`config.mk`:
```
export PLATFORM = sky130hd
export DESIGN_NAME = seq_detect_mealy_flat
export DESIGN_NICKNAME = d
export VERILOG_FILES = /design/src/rtl/seq_detect_mealy_if.sv /design/src/rtl/seq_detect_mealy.sv /design/src/flat_wrapper.sv
export SDC_FILE = /design/constraint.sdc
export NUM_CORES = 1
export LEC_CHECK = 0
export ABC_AREA = 1
export ABC_CLOCK_PERIOD_IN_PS = 2300
export BUFFER_PORTS_ARGS = -buffer_cell sky130_fd_sc_hd__buf_4
export CORE_AREA = 2 2 39 41
export CTS_CLUSTER_SIZE = 30
export DETAILED_ROUTE_END_ITERATION = 8
export DIE_AREA = 0 0 41 43
export PLACE_DENSITY_LB_ADDON = 0.05
export RECOVER_POWER = 100
export SETUP_SLACK_MARGIN = 0.05
export SYNTH_ARGS = -nofsm -noshare
export SYNTH_HDL_FRONTEND = slang
export SYNTH_SLANG_ARGS = --single-unit
```
`constraint.sdc`:
```
create_clock -name clk -period 2.3 [get_ports clk]
set_input_delay 0.575 -clock clk [delete_from_list [all_inputs] [get_ports clk]]
set_output_delay 0.575 -clock clk [all_outputs]
set_load 0.005 [all_outputs]
```
`src/rtl/seq_detect_mealy_if.sv`:
```
// Serial-bit stream in, match flags and match count out, for seq_detect_mealy.
// master drives the bit stream; slave is the detector.
interface seq_detect_mealy_if #(
  parameter int CNT_W = 8
);
  logic             inp;
  logic             in_valid;
  logic             out;
  logic             match_q;
  logic [CNT_W-1:0] match_count;

  modport master (
    output inp,
    output in_valid,
    input  out,
    input  match_q,
    input  match_count
  );

  modport slave (
    input  inp,
    input  in_valid,
    output out,
    output match_q,
    output match_count
  );
endinterface

```
`src/rtl/seq_detect_mealy.sv`:
```
// Mealy detector for a programmable PAT_LEN-bit pattern; SEQDET_COUNT_EN adds a saturating match counter.
// Latency: out is combinational in the completing cycle, match_q follows one cycle later.
// No backpressure: a bit is consumed at every rising edge where in_valid=1.
module seq_detect_mealy #(
  parameter int                 PAT_LEN = 4,
  parameter logic [PAT_LEN-1:0] PATTERN = 4'b1011,
  parameter bit                 OVERLAP = 1'b1,
  parameter int                 CNT_W   = 8
) (
  input logic               clk,
  input logic               rst,
  seq_detect_mealy_if.slave bus
);

  localparam int SW    = (PAT_LEN > 2) ? $clog2(PAT_LEN) : 1;
  localparam int TBL_W = 2 * PAT_LEN * SW;

  // Bit i of the pattern in arrival order (i=0 is received first).
  function automatic logic pat_bit(input int i);
    logic [PAT_LEN-1:0] sh;
    sh = PATTERN >> (PAT_LEN - 1 - i);
    return sh[0];
  endfunction

  // Entry (2*k+b) holds the longest proper pattern prefix that is a suffix of
  // (prefix of length k) followed by bit b. For the completing bit this is the
  // longest proper border, which is exactly the overlapping restart state.
  function automatic logic [TBL_W-1:0] build_table();
    logic [TBL_W-1:0] tbl;
    int               best;
    int               si;
    logic             ok;
    logic             sb;
    tbl = '0;
    for (int k = 0; k < PAT_LEN; k++) begin
      for (int b = 0; b < 2; b++) begin
        best = 0;
        for (int j = 1; (j <= k + 1) && (j < PAT_LEN); j++) begin
          ok = 1'b1;
          for (int t = 0; t < j; t++) begin
            si = k + 1 - j + t;
            sb = (si == k) ? b[0] : pat_bit(si);
            if (sb != pat_bit(t)) ok = 1'b0;
          end
          if (ok) best = j;
        end
        tbl = tbl | (TBL_W'(best) << ((2 * k + b) * SW));
      end
    end
    return tbl;
  endfunction

  localparam logic [TBL_W-1:0] NXT_TBL = build_table();

  logic [SW-1:0]    state;
  logic [SW-1:0]    nxt;
  logic [TBL_W-1:0] tbl_sh;
  logic             hit;
  logic             match_r;

  assign tbl_sh = NXT_TBL >> (SW * int'({state, bus.inp}));
  assign nxt    = tbl_sh[SW-1:0];

  // Reset gates the flag so bits seen before reset can never complete a match.
  assign hit = rst && bus.in_valid && (state == SW'(PAT_LEN - 1)) && (bus.inp == PATTERN[0]);

  assign bus.out     = hit;
  assign bus.match_q = match_r;

  always_ff @(posedge clk) begin
    if (!rst) begin
      state   <= '0;
      match_r <= 1'b0;
    end else begin
      match_r <= hit;
      if (bus.in_valid) begin
        state <= (hit && !OVERLAP) ? '0 : nxt;
      end
    end
  end

`ifdef SEQDET_COUNT_EN
  logic [CNT_W-1:0] count_r;

  always_ff @(posedge clk) begin
    if (!rst) begin
      count_r <= '0;
    end else if (hit && (count_r != '1)) begin
      count_r <= count_r + 1'b1;
    end
  end

  assign bus.match_count = count_r;
`else
  assign bus.match_count = '0;
`endif

endmodule

```
`src/flat_wrapper.sv`:
```
// flat-port wrapper written by rule: the top's interface ports become plain ports
module seq_detect_mealy_flat 
#(
  parameter int                 PAT_LEN = 4,
  parameter logic [PAT_LEN-1:0] PATTERN = 4'b1011,
  parameter bit                 OVERLAP = 1'b1,
  parameter int                 CNT_W   = 8
)
  (clk, rst, bus_inp, bus_in_valid, bus_out, bus_match_q, bus_match_count);
  seq_detect_mealy_if #(.CNT_W(CNT_W)) bus_i ();
  input logic clk;
  input logic rst;
  input wire logic [$bits(bus_i.inp)-1:0] bus_inp;
  input wire logic [$bits(bus_i.in_valid)-1:0] bus_in_valid;
  output wire logic [$bits(bus_i.out)-1:0] bus_out;
  output wire logic [$bits(bus_i.match_q)-1:0] bus_match_q;
  output wire logic [$bits(bus_i.match_count)-1:0] bus_match_count;
  assign bus_i.inp = bus_inp;
  assign bus_i.in_valid = bus_in_valid;
  assign bus_out = bus_i.out;
  assign bus_match_q = bus_i.match_q;
  assign bus_match_count = bus_i.match_count;
  seq_detect_mealy #(.PAT_LEN(PAT_LEN), .PATTERN(PATTERN), .OVERLAP(OVERLAP), .CNT_W(CNT_W)) u_core (.clk(clk), .rst(rst), .bus(bus_i));
endmodule
```
After elaboration in Yosys (flattened, before gate mapping)
Cells that the tools add are included.
{"block": "op_classes", "n_reduce_logical": 3, "eq_ne": 1, "n_shift": 1}
{"operator": "15-bit by 4-bit right shift with 2-bit output (first input constant)", "count": 1}
{"operator": "1-bit logical AND", "count": 3}
{"operator": "2-bit equality test (second input constant)", "count": 1}
{"block": "word_totals", "ff_bits": 3, "out_inout_bits": 10, "input_bits": 4, "elab_cells": 7}

Longest topological paths before layout
Gate-level depths: netlist of run 1.
{"block": "logic_depth", "depth_word": 3, "depth_mapped": 5, "depth_no_buf": 5}

Worst setup path before layout of run 1
OpenSTA, ideal clock, no wires.
{"block": "synth_timing", "path_type": "input -> output", "startpoint": "in rst", "endpoint": "out bus_out", "t_required_ps": 1725, "path_buffers": 0, "arrival_ps": 759, "stages": 2, "setup_slack_ps": 966, "path_cell_list": "nand2_1 > nor2_1"}
{"block": "synth_between", "elab_chain_cells": 3}
{"item": "start, declared", "line_no": "flat_wrapper.sv:12", "text": "input logic rst;"}
{"item": "1-bit logical AND (3 in series)", "line_no": "seq_detect_mealy.sv:65", "text": "assign hit = rst && bus.in_valid && (state == SW'(PAT_LEN - 1)) && (bus.inp == PATTERN[0]);"}
{"item": "end, declared", "line_no": "flat_wrapper.sv:15", "text": "output wire logic [$bits(bus_i.out)-1:0] bus_out;"}
No other way between the ends.

Worst setup path after layout of run 1
{"block": "layout_timing", "startpoint": "in bus_inp", "endpoint": "out bus_out"}
{"block": "layout_between", "elab_chain_cells": 1}
{"item": "start, declared", "line_no": "flat_wrapper.sv:13", "text": "input wire logic [$bits(bus_i.inp)-1:0] bus_inp;"}
{"item": "1-bit logical AND", "line_no": "seq_detect_mealy.sv:65"}
No other way between the ends.

==> reports/summary.txt, run 1 <==
xor-xnor portion of the synthesized cell area -> 0%
RSZ-0062 raised after global routing -> false
die extent in y -> 43 um
port bufs -> 5
Layout fillers -> 162
Final Setup Violations -> 0
Final GP Congestion -> 0.680
register area share after synthesis -> 32.7%
global route overflow -> 0
fin crit period -> 1.63 ns
WL/cell -> 6.56 um
fmax -> 0.615 GHz
final net count -> 38
first-pass GRT wire length -> 414 um
Worst Path Arrival -> 1.05 ns
Die X -> 41 um
DRT Wirelength -> 315 um
synthesized cell area -> 184 um2
post-CTS setup buffers -> 0
vias per cell -> 3.08
clk sink count -> 3
die area -> 0.00176 mm2
Starting Density -> 13.3%
mux cell area share after synthesis -> 0%
Setup TNS -> 0 ns
Hold Path Class -> flip-flop to flip-flop
clk_skew -> 0.00460 ns
cts hold-fix bufs -> 0
startpoint types -> input port
post-synthesis simple-gate area fraction -> 18.4%
Yosys reg bits -> 3
post-route clock period utilization -> 70.7%
total power -> 0.000161 W
Critical Path RT -> 1.73 ns
largest net degree at the start of global routing -> 6
Slew Limit Fails -> 0
synth unique cells -> 10
Setup crit end kind -> primary output
main combinational cell family by area after synthesis -> buffers and inverters
Synth Area in Compound Gates -> 5.44%
I/O Pins -> 14
Worst-path clk slew -> 0.04 ns
post-synthesis adder-cell area fraction -> 6.80%
post-CTS sizing -> 0
VDD IR-drop max -> 0.176 mV
CTS tree -> built
most common cell after layout, fill and taps aside -> conb_1
most frequent cells in the layout -> 8 x conb_1, 5 x clkbuf_4
Synthesis Warnings -> 0
Leak Pwr -> 0.108 nW
total core area -> 0.00138 mm2
Worst Path Max Fanout -> 3
maximum root-to-sink buffer count -> 2
share of cells above drive strength 1 -> 18.8%
average cell area after synthesis -> 7.66 um2
Setup CP Type -> input port to primary output
Power Density -> 711 mW/mm2
Hold Violations, Final -> 0
vias -> 148
DRC Markers -> 0
Antenna diodes -> 0
Skew-Pair Late Insertion Delay -> 0.23 ns
vias in the first global route -> 119
Initial DRT Pass Iterations -> 2
CTS buffer count -> 3
post-route ant nets -> 0
H-tree depth -> 1
1st-iter DRT viols -> 2
Synth Instances -> 24
synth-to-layout area growth -> 23.1%
Max Cap Viol -> 0
initial antenna violation count -> 0
clock root cell -> clkbuf_4
# rows -> 14
GRT Overall Usage -> 4.21%
status -> finished, final reports clean
## cells in the mapped netlist (all sizes together)
cell type	instances	share of area [%]
inv	1	2.0
nor2	3	6.1
ha	1	6.8
o21ai	1	2.7
a21oi	1	2.7
conb	1	2.0
dfxtp	3	33
nand3	3	8.2
buf	8	33
nand2	2	4.1
## metrics by stage
stage | cell area, um2 | utilization, % | hold slack [ns] | instances | worst slack [ns]
global placement | 208 | 15.0 | 0.505 | 44 | 0.736
global route | 226 | 16.4 | 0.518 | 48 | 0.609
floorplan | 210 | - | 0.465 | 31 | 0.966
detailed placement | 208 | 15.0 | 0.493 | 44 | 0.739
CTS | 234 | 16.9 | 0.502 | 48 | 0.736
finish | 226 | 16.4 | 0.500 | 48 | 0.675
## worst max-delay path: stages
cell	delay, ns
clkbuf_1	0.13
nand3_1	0.11
nor2_1	0.10
clkbuf_4	0.13
## worst paths after layout
path	from	endpoint	slack, ns	cells past startpoint
worst max-delay path	bus_inp	bus_out	0.67	4
worst min register to register	u_core.state[0]	u_core.bus.match_q	0.50	2
worst min-delay path	u_core.state[0]	u_core.bus.match_q	0.50	2
worst max register to register	u_core.state[0]	u_core.state[1]	1.46	4
## where the power goes
group | internal (W) | switching, W
clock network | 0.0000651 | 0.0000291
registers | 0.0000539 | 0.00000103
logic | 0.00000394 | 0.00000791
## kinds of logic after synthesis
logic type	after synthesis
other cells	1
compound gates	2
flops	3
simple gates	8
buf+inv	9
fa+ha+maj	1
## sequential cells by signal, summed over array words and instances (netlist names)
| register | count |
|---|---|
| u_core.bus.match_q | 1 |
| u_core.state | 2 |
## layer usage
layer	routed length (um)	vias up	GRT usage, %
met5	0	-	0
met4	0	0	6.00
met3	37	0	4.71
met2	160	9	4.38
met1	117	64	3.21
li1	-	75	-
## layout make-up
class | count | area [um2] | share of cell area [%]
Clock buffer | 4 | 26.3 | 11.6
Inverter | 1 | 3.75 | 1.66
Multi-Input combinational cell | 19 | 86.3 | 38.1
Sequential cell | 3 | 60.1 | 26.5
Tap cell | 16 | 20.0 | 8.84
Timing Repair Buffer | 5 | 30.0 | 13.3
Note: power is estimated with default switching activity, not from simulation.
==> inputs of run 2 (changes only) <==
--- a/config.mk
+++ b/config.mk
@@ -5,8 +5,8 @@
 export SDC_FILE = /design/constraint.sdc
 export NUM_CORES = 1
 export LEC_CHECK = 0
-export ABC_AREA = 1
-export ABC_CLOCK_PERIOD_IN_PS = 2300
+export ABC_AREA = 0
+export ABC_CLOCK_PERIOD_IN_PS = 1400
 export BUFFER_PORTS_ARGS = -buffer_cell sky130_fd_sc_hd__buf_4
 export CORE_AREA = 2 2 39 41
 export CTS_CLUSTER_SIZE = 30
==> constraint.sdc (replaced) <==
create_clock -name clk -period 1.4 [get_ports clk]
set_input_delay 0.35 -clock clk [delete_from_list [all_inputs] [get_ports clk]]
set_output_delay 0.35 -clock clk [all_outputs]
set_load 0.005 [all_outputs]
==> reports/summary.txt, run 2 <==
status -> finished, final reports clean
Top reg by flops -> u_core.state
synth-to-layout area growth -> 25.8%
average cell area after synthesis -> 8.43 um2 (+10%)
VDD IR-drop max -> 0.402 mV (+130%)
most frequent cells in the layout -> 8 x conb_1, 5 x clkbuf_4, 3 x buf_4, 3 x dfxtp_1, 2 x nor2_1
Synth Instances -> 23 (-4.2%)
Final Setup Violations -> 0 (unchanged)
Skew-Pair Late Insertion Delay -> 0.23 ns (about the same)
clk sink count -> 3 (unchanged)
Post-DP HPWL -> 264 um
critical-path cell list -> nand3_1, nor2_1, clkbuf_4
CP max stage cell -> dfxtp_1
final net count -> 37 (-2.6%)
Worst Path Max Fanout -> 3 (unchanged)
top cell type's share of synthesized area -> 31.0% (-1.7 points)
vias per cell -> 2.83 (-8.2%)
post-route clock period utilization -> 89.4%
post-CTS sizing -> 0 (unchanged)
GRT Overall Usage -> 4.61% (+0.40 points)
vias in the first global route -> 125 (+5.0%)
clk_skew -> 0.000137 ns (-0.00446 ns)
synthesized cell area -> 194 um2 (+5.4%)
die area -> 0.00176 mm2 (unchanged)
leading cell type by number of instances after synthesis -> buf_4
total core area -> 0.00138 mm2 (unchanged)
share of cells above drive strength 1 -> 29.0% (+10 points)
Layout fillers -> 165 (+1.9%)
clock root cell -> clkbuf_4
Synthesis Warnings -> 0 (unchanged)
CP top delay family -> flip-flops
post-route ant nets -> 0 (unchanged)
area leader, netlist -> dfxtp_1
Synth area leaders -> dfxtp_1 31%, buf_4 31%, ha_1 6.5%
Die X -> 41 um (unchanged)
most common cell after layout, fill and taps aside -> conb_1
WL/cell -> 6.85 um (+4.4%)
Hold Path Class -> input port to flip-flop
asr flop ratio synth -> 0% (unchanged)
fin crit period -> 1.25 ns
Leak Pwr -> 0.119 nW (+11%)
Final GP Congestion -> 0.585 (-14%)
Setup TNS -> 0 ns (unchanged)
fmax -> 0.799 GHz
CP max stage delay -> 0.33 ns (+0.20 ns)
Setup CP Type -> flip-flop to primary output
first-pass GRT wire length -> 489 um (+18%)
Primary FF master, synth -> dfxtp_1
CTS buffer count -> 3 (unchanged)
Max Cap Viol -> 0 (unchanged)
register area share after synthesis -> 31.0% (-1.7 points)
port bufs -> 5 (unchanged)
I/O Pins -> 14 (unchanged)
largest net degree at the start of global routing -> 5 (-1)
Placement Cell Area -> 218 um2 (+4.8%)
# rows -> 14 (unchanged)
Min Hold Slack -> 0.362 ns (-0.138 ns)
global route overflow -> 0 (unchanged)
1st-iter DRT viols -> 0 (-2)
Yosys reg bits -> 3 (unchanged)
Worst-path clk slew -> 0.03 ns (about the same)
Power Density -> 1080 mW/mm2 (+51%)
Synth top cells by count -> 8 x buf_4, 3 x dfxtp_1, 2 x nor2_1
RSZ-0062 raised after global routing -> false
Final Cell Area -> 244 um2 (+7.7%)
Slew Limit Fails -> 0 (unchanged)
CTS tree -> built
Setup crit end kind -> primary output
EDFF count, synth -> 0 (unchanged)
Antenna diodes -> 0 (unchanged)
H-tree depth -> 1 (unchanged)
Largest register FFs -> 2 (unchanged)
post-CTS setup buffers -> 0 (unchanged)
initial antenna violation count -> 0 (unchanged)
cts hold-fix bufs -> 0 (unchanged)
DRC Markers -> 0 (unchanged)
Worst Path Arrival -> 0.90 ns (-0.15 ns)
synth unique cells -> 13 (+3)
die extent in y -> 43 um (unchanged)
maximum root-to-sink buffer count -> 2 (unchanged)
vias -> 133 (-10%)
Buf+Inv Stages, Crit Path -> 1 (-1)
Starting Density -> 14.0% (+0.72 points)
Initial DRT Pass Iterations -> 1 (-1)
Critical Path RT -> 1.05 ns (-0.68 ns)
DRT Wirelength -> 322 um (+2.2%)
Hold Violations, Final -> 0 (unchanged)
startpoint types -> flip-flop
run 2: cell types whose count changed after synthesis:
cell / before / now
nor2b_1: 0 / 1
nand2_1: 2 / 1
mux2i_1: 0 / 1
and2_2: 0 / 1
nand4b_1: 0 / 1
nor2_1: 3 / 2
nand3_1: 3 / 1
a21oi_1: 1 / 0
run 2: worst paths after layout:
kind / start / to / slack [ns] / cells past startpoint
max: u_core.state[0] / bus_out / 0.15 / 3
min: rst / u_core.state[0] / 0.36 / 2
max reg2reg: u_core.state[0] / u_core.state[1] / 0.44 / 3
min reg2reg: u_core.state[1] / u_core.bus.match_q / 0.49 / 2
run 2: cell families (layout without fill, tap and decap cells):
logic type,after synthesis,count (layout),synth area share [%]
simple gates,7,7,20.0
fa+ha+maj,1,1,6.45
other cells,1,8,1.93
mux,1,1,5.16
buf+inv,9,10,32.9
compound gates,1,1,2.58
flops,3,3,31.0
run 2: metrics by stage:
stage	power [W]	setup slack, ns	cells	utilization, %
after floorplan	0.000120	0.429	30	-
after global placement	0.000115	0.266	43	15.7
after detailed placement	0.000115	0.273	43	15.7
after CTS	0.000272	0.139	47	17.6
after global routing	0.000283	0.0575	47	17.6
final	0.000263	0.149	47	17.6
run 2: power by group:
part | internal [W] | switching, W | total (W)
Clock | 0.000107 | 0.0000424 | 0.000149
Combinational | 0.0000110 | 0.0000126 | 0.0000236
Sequential | 0.0000885 | 0.00000143 | 0.0000900
Total | 0.000206 | 0.0000564 | 0.000263
run 2: layer usage:
layer	vias to the layer above	global-route usage [%]	share of wire [%]
met4	0	4.00	0
met3	0	4.71	15
met5	-	0	0
met1	51	5.77	43
met2	7	4.06	41
li1	75	-	-
run 2: area by class of cell:
type	instances	area, um2	share of cell area (%)
multi-input cells	18	96.3	39.5
flip-flops and latches	3	60.1	24.6
repair buffers	5	37.5	15.4
clock buffers	4	26.3	10.8
well taps	16	20.0	8.21
inverters	1	3.75	1.54
